<file path="src/rtl/tim_pkg.sv">
`default_nettype none
// +--------------------------------------------------------------------+
// | tim_pkg : shared types and constants for the timer controller      |
// | Rev 1.0                                                            |
// +--------------------------------------------------------------------+
package tim_pkg;

  localparam int unsigned CNT_W_DEF = 16;

  typedef enum logic [0:0] {
    IDLE = 1'b0,
    RUN  = 1'b1
  } tim_state_e;

endpackage : tim_pkg
`default_nettype wire

</file>
<file path="src/rtl/tim_prescaler.sv">
`default_nettype none
// +--------------------------------------------------------------------+
// | tim_prescaler : divides clk by (psc+1), emitting a one-cycle tick   |
// | Rev 1.0                                                            |
// +--------------------------------------------------------------------+
module tim_prescaler
  import tim_pkg::*;
#(
  parameter int unsigned CNT_W = CNT_W_DEF
) (
  input  logic             clk,
  input  logic             reset,
  input  logic             en_i,
  input  logic             clr_i,
  input  logic [CNT_W-1:0] psc_i,
  output logic             tick_o
);

  logic [CNT_W-1:0] psc_cnt_q;
  logic [CNT_W-1:0] psc_cnt_d;

  assign tick_o = en_i && (psc_cnt_q == psc_i);

  always_comb begin
    psc_cnt_d = psc_cnt_q;
    if (clr_i) begin
      psc_cnt_d = '0;
    end else if (en_i) begin
      psc_cnt_d = tick_o ? '0 : psc_cnt_q + 1'b1;
    end
  end

  always_ff @(posedge clk or posedge reset) begin
    if (reset) begin
      psc_cnt_q <= '0;
    end else begin
      psc_cnt_q <= psc_cnt_d;
    end
  end

endmodule : tim_prescaler
`default_nettype wire

</file>
<file path="src/rtl/tim_ctrl.sv">
`default_nettype none
// +--------------------------------------------------------------------+
// | tim_ctrl : up-counting timer with preloaded PSC/ARR and update IRQ  |
// | Rev 1.0                                                            |
// +--------------------------------------------------------------------+
module tim_ctrl
  import tim_pkg::*;
#(
  parameter int unsigned CNT_W = CNT_W_DEF
) (
  input  logic             clk,
  input  logic             reset,
  input  logic [CNT_W-1:0] tim_psc,
  input  logic [CNT_W-1:0] tim_arr,
  input  logic             cfg_wr,
  input  logic             start,
  input  logic             stop,
  input  logic             one_pulse,
  input  logic             irq_ack,
  output logic [CNT_W-1:0] cnt,
  output logic             update_evt,
  output logic             irq,
  output logic             busy
);

  tim_state_e       state_q, state_d;
  logic [CNT_W-1:0] psc_pre_q, psc_pre_d;
  logic [CNT_W-1:0] arr_pre_q, arr_pre_d;
  logic [CNT_W-1:0] psc_act_q, psc_act_d;
  logic [CNT_W-1:0] arr_act_q, arr_act_d;
  logic [CNT_W-1:0] cnt_q, cnt_d;
  logic             upd_q, upd_d;
  logic             irq_q, irq_d;
  logic             psc_clr;
  logic             tick;

  tim_prescaler #(
    .CNT_W (CNT_W)
  ) u_prescaler (
    .clk    (clk),
    .reset  (reset),
    .en_i   (state_q == RUN),
    .clr_i  (psc_clr),
    .psc_i  (psc_act_q),
    .tick_o (tick)
  );

  always_ff @(posedge clk or posedge reset) begin
    if (reset) begin
      state_q <= IDLE;
    end else begin
      state_q <= state_d;
    end
  end

  always_comb begin
    state_d   = state_q;
    psc_pre_d = psc_pre_q;
    arr_pre_d = arr_pre_q;
    psc_act_d = psc_act_q;
    arr_act_d = arr_act_q;
    cnt_d     = cnt_q;
    upd_d     = 1'b0;
    irq_d     = irq_q & ~irq_ack;
    psc_clr   = 1'b0;
    case (state_q)
      IDLE: begin
        if (cfg_wr) begin
          psc_pre_d = tim_psc;
          arr_pre_d = tim_arr;
          psc_act_d = tim_psc;
          arr_act_d = tim_arr;
        end
        if (start && !stop) begin
          state_d = RUN;
          cnt_d   = '0;
          psc_clr = 1'b1;
        end
      end
      RUN: begin
        if (cfg_wr) begin
          psc_pre_d = tim_psc;
          arr_pre_d = tim_arr;
        end
        // stop wins over a coincident wrap: nothing of the update is applied
        if (stop) begin
          state_d = IDLE;
          psc_clr = 1'b1;
        end else if (tick) begin
          if (cnt_q == arr_act_q) begin
            cnt_d     = '0;
            upd_d     = 1'b1;
            irq_d     = 1'b1;
            psc_act_d = cfg_wr ? tim_psc : psc_pre_q;
            arr_act_d = cfg_wr ? tim_arr : arr_pre_q;
            if (one_pulse) begin
              state_d = IDLE;
            end
          end else begin
            cnt_d = cnt_q + 1'b1;
          end
        end
      end
    endcase
  end

  always_ff @(posedge clk or posedge reset) begin
    if (reset) begin
      psc_pre_q <= '0;
      arr_pre_q <= '0;
      psc_act_q <= '0;
      arr_act_q <= '0;
      cnt_q     <= '0;
      upd_q     <= 1'b0;
      irq_q     <= 1'b0;
    end else begin
      psc_pre_q <= psc_pre_d;
      arr_pre_q <= arr_pre_d;
      psc_act_q <= psc_act_d;
      arr_act_q <= arr_act_d;
      cnt_q     <= cnt_d;
      upd_q     <= upd_d;
      irq_q     <= irq_d;
    end
  end

  assign cnt        = cnt_q;
  assign update_evt = upd_q;
  assign irq        = irq_q;
  assign busy       = (state_q == RUN);

endmodule : tim_ctrl
`default_nettype wire

</file>
<file path="config.mk">
export PLATFORM = sky130hd
export DESIGN_NAME = tim_ctrl
export DESIGN_NICKNAME = d
export VERILOG_FILES = /design/src/rtl/tim_pkg.sv /design/src/rtl/tim_prescaler.sv /design/src/rtl/tim_ctrl.sv
export SDC_FILE = /design/constraint.sdc
export NUM_CORES = 1
export LEC_CHECK = 0
export ABC_AREA = 0
export BUFFER_PORTS_ARGS = -buffer_cell sky130_fd_sc_hd__buf_4
export CAP_MARGIN = 20
export CORE_ASPECT_RATIO = 2
export CORE_MARGIN = 2
export CORE_UTILIZATION = 30
export CTS_CLUSTER_DIAMETER = 120
export DETAILED_ROUTE_END_ITERATION = 10
export PLACE_DENSITY = 0.49
export SLEW_MARGIN = 20
export SYNTH_ARGS = -nofsm -noshare
export SYNTH_HDL_FRONTEND = slang
export SYNTH_SLANG_ARGS = --single-unit
</file>
<file path="constraint.sdc">
create_clock -name clk -period 2.7 [get_ports clk]
set_input_delay 0.135 -clock clk [delete_from_list [all_inputs] [get_ports clk]]
set_output_delay 0.135 -clock clk [all_outputs]
set_load 0.1 [all_outputs]
</file>
==> results.md <==
* Worst VDD drop at around 0.00038 V
* Layout area overhead at 18.5%
* Clock latency on the worst-skew pair at between 300 and 400 ps
* Final ANT Viol Nets at 0
* Setup crit end kind: flop
* Pin slew with the least headroom to its limit at 1060 ps
* Mux contribution to synthesized area at 7.16%
* Max Clock Skew at approximately 14 ps
* FMAX at 407 MHz
* Initial Utilization at between 30% and 40%
* Crit share post-route at approximately nine tenths
* Mean Syn Cell Area at 10.3 um^2
* Compound-Gate Fraction of Synth Area at between 10% and 20%
* XOR/XNOR share of the synthesized area at under 10%
* Antenna violations before repair at 0
* CTS tree: built
* Postcts setup bufs at 0
* Fraction of the mapped netlist area in adder cells at 0.471%
* Critical Path RT at slightly below 3000 ps
* Critical Path Sink: psc_act_q[14]$_DFFE_PP0P_
* Count of cell types in the netlist at 38
* WS Path Type: reg -> reg
* RR Endpoint: psc_act_q[14]$_DFFE_PP0P_
* Final core utilization at about 36%
* Most frequent cells in the layout: dfrtp_1, nor2_1, buf_4
* Crit path launch: cnt[12]$_DFFE_PP0P_
* Asr flop ratio synth at 100%
* Clk buf depth at 2
* Max Cap Violations at 0
* Clock Pin Slew Worst Setup and Hold Paths at approximately 80 ps
* Pwr per Cell Area at 568 nW/um^2
* Vias per cell at between 5 and 6
* Die area at about 19000 um^2
* Leakage at 2.69 nW
* Gr usage total at around 17%
* Max_slew headroom at ~30%
* Vias in the first global route at 4609
* Fin crit period at around 2500 ps
* Final Hold Vio Count at 0
* Max Transition Viols Final at 0
* Yosys reg bits at 99
* TNS Setup at 0 ps
* Number of diodes at 0
* Post-route DRC at 0
* R2r setup slk at 240 ps
* 1st-iter DRT viols at 190
* Placer Congestion at a little over 0.8
* Filler instances at ~1800
* WP data arrival at around 2700 ps
* H-tree lvl count at 3
* WL final at ~16000 um
* Largest family of logic cells by synthesized area: simple AND/OR/NAND/NOR gates
* First-pass GRT wire length at between 20000 and 30000 um
* Worst flop-to-flop path startpoint: cnt[12]$_DFFE_PP0P_
* Clk sinks at 99
* Rows at roughly 70
* Die height at 192 um
* Syn nets at between 500 and 600
* Worst R2R Path Depth at 5
* Pin count of the biggest net entering global routing at 46
* DR vias at ~4200
* Post-synth EDFFs at 0
* Share of post-route cells with drive strength above 1 at between 20 and 30%
* Cells after Synth at just over 500
* Most common cell after layout, fill and taps aside: dfrtp_1
* Mapped Area at about 5300 um^2
* Core footprint at around 17000 um^2
* IO Pins at 58
* Pre-antenna DRT Iters at 4
* Min-Delay Path Class: in -> reg
* Clock Tree Root: clkbuf_16
* Critical-path maximum fanout at 32
* Status: finished, final reports clean
* Warnings, synthesis at 0
* Die width at approximately 98 um
* Post-DP HPWL at between 10000 and 15000 um
* Primary FF master, synth: dfrtp_1
* Post-DR wirelength/cell at about 20 um
* Setup crit start kind: flop
* Unrepaired setup endpoints after global routing: no
* PortBufs at 57
* Grt ovf at 0
* Setup violators final at 0
* Register area share after synthesis at about 47%
* Number of buffers created by CTS at 9
* # nets final at 608
* Synth Area in Simple Gates at a little under a fifth
==> power breakdown <==
part | total, W | switching [W] | internal (W)
clock network | 0.00127 | 0.000626 | 0.000646
registers | 0.00173 | 0.000111 | 0.00162
logic | 0.000576 | 0.000316 | 0.000260
==> synthesized netlist by cell type, types with 4 or more instances <==
cell	number	share of area, %
a211oi_1	14	2.0
a31oi_1	16	1.9
buf_2	4	0.38
buf_6	4	0.85
clkbuf_1	29	2.0
dfrtp_1	99	47
inv_1	14	0.99
mux2_2	32	6.8
nand2_1	66	4.7
nand3_1	18	1.7
nand4_1	12	1.4
nor2_1	73	5.2
nor4_1	9	1.1
o21ai_0	7	0.66
o32ai_1	13	2.1
o32ai_2	30	9.2
or3_1	4	0.47
xor2_1	33	5.4
==> area by class of cell <==
| class | count | area, um^2 | area share [%] |
|---|---|---|---|
| clock inverter | 6 | 56.3 | 0.895 |
| tap | 210 | 263 | 4.18 |
| sequential | 99 | 2480 | 39.4 |
| inverter | 14 | 56.3 | 0.895 |
| multi-input combinational | 367 | 2610 | 41.5 |
| timing repair buffer | 76 | 601 | 9.54 |
| clock buffer | 10 | 229 | 3.64 |
==> critical path, stage by stage (launching register included) <==
cell     delay, ps
dfrtp_1        510
xor2_1         210
nor4_1         350
nand4_1        190
o31a_2         670
o32ai_1        410
==> per-layer routing <==
metal	up-vias	share of wire (%)	routed length [um]	global-route usage, %
li1	1965	-	-	-
met1	2107	37	5840	18.6
met2	97	54	8450	31.5
met3	48	2.4	379	2.77
met4	0	5.8	904	10.7
met5	-	0	0	0
==> worst min path at each step <==
stage	from	to	slack, ps	cells past startpoint
6_report	tim_psc[10]	psc_pre_q[10]$_DFF_PP0_	30	2
5_1_grt	tim_arr[7]	arr_pre_q[7]$_DFF_PP0_	20	2
4_1_cts	tim_psc[13]	psc_pre_q[13]$_DFF_PP0_	20	2
3_5_place_dp	reset	cnt[12]$_DFFE_PP0P_	340	2
3_3_place_gp	reset	cnt[1]$_DFFE_PP0P_	340	2
2_1_floorplan	stop	busy$_DFF_PP0_	200	1
==> registers in the layout, indices dropped and copies added (netlist names) <==
signal and flops:
busy 1, psc_act_q 16, psc_pre_q 16, arr_pre_q 16
update_evt 1, arr_act_q 16, irq 1, cnt 16
u_prescaler.psc_cnt_q 16
==> cell families after synthesis <==
kind of cell               Yosys count
and+or+nand+nor                    204
adders and majority gates            2
buffers and inverters               51
xor gates and xnor gates            33
muxes                               34
DFF                                 99
AOI/OAI and AO/OA                   94
==> timing repair <==
item / in CTS / in global routing
hold buffers: 2 / 0
gates resized for setup: 0 / 0
endpoints found under the hold margin: 34 / 0
setup endpoints to repair: 0 / 0
==> stage by stage <==
step	std cells	power [W]	hold WS, ps	area, um^2	setup slack, ps
finish	782	0.00358	31.4	6290	243
CTS	782	0.00363	16.7	6290	215
global placement	764	0.00233	340	5990	276
global route	782	0.00375	24.7	6290	85.5
floorplan	517	0.00214	201	5320	-59.4
detailed placement	764	0.00234	343	5990	219
Note: power is estimated with default switching activity, not from simulation.
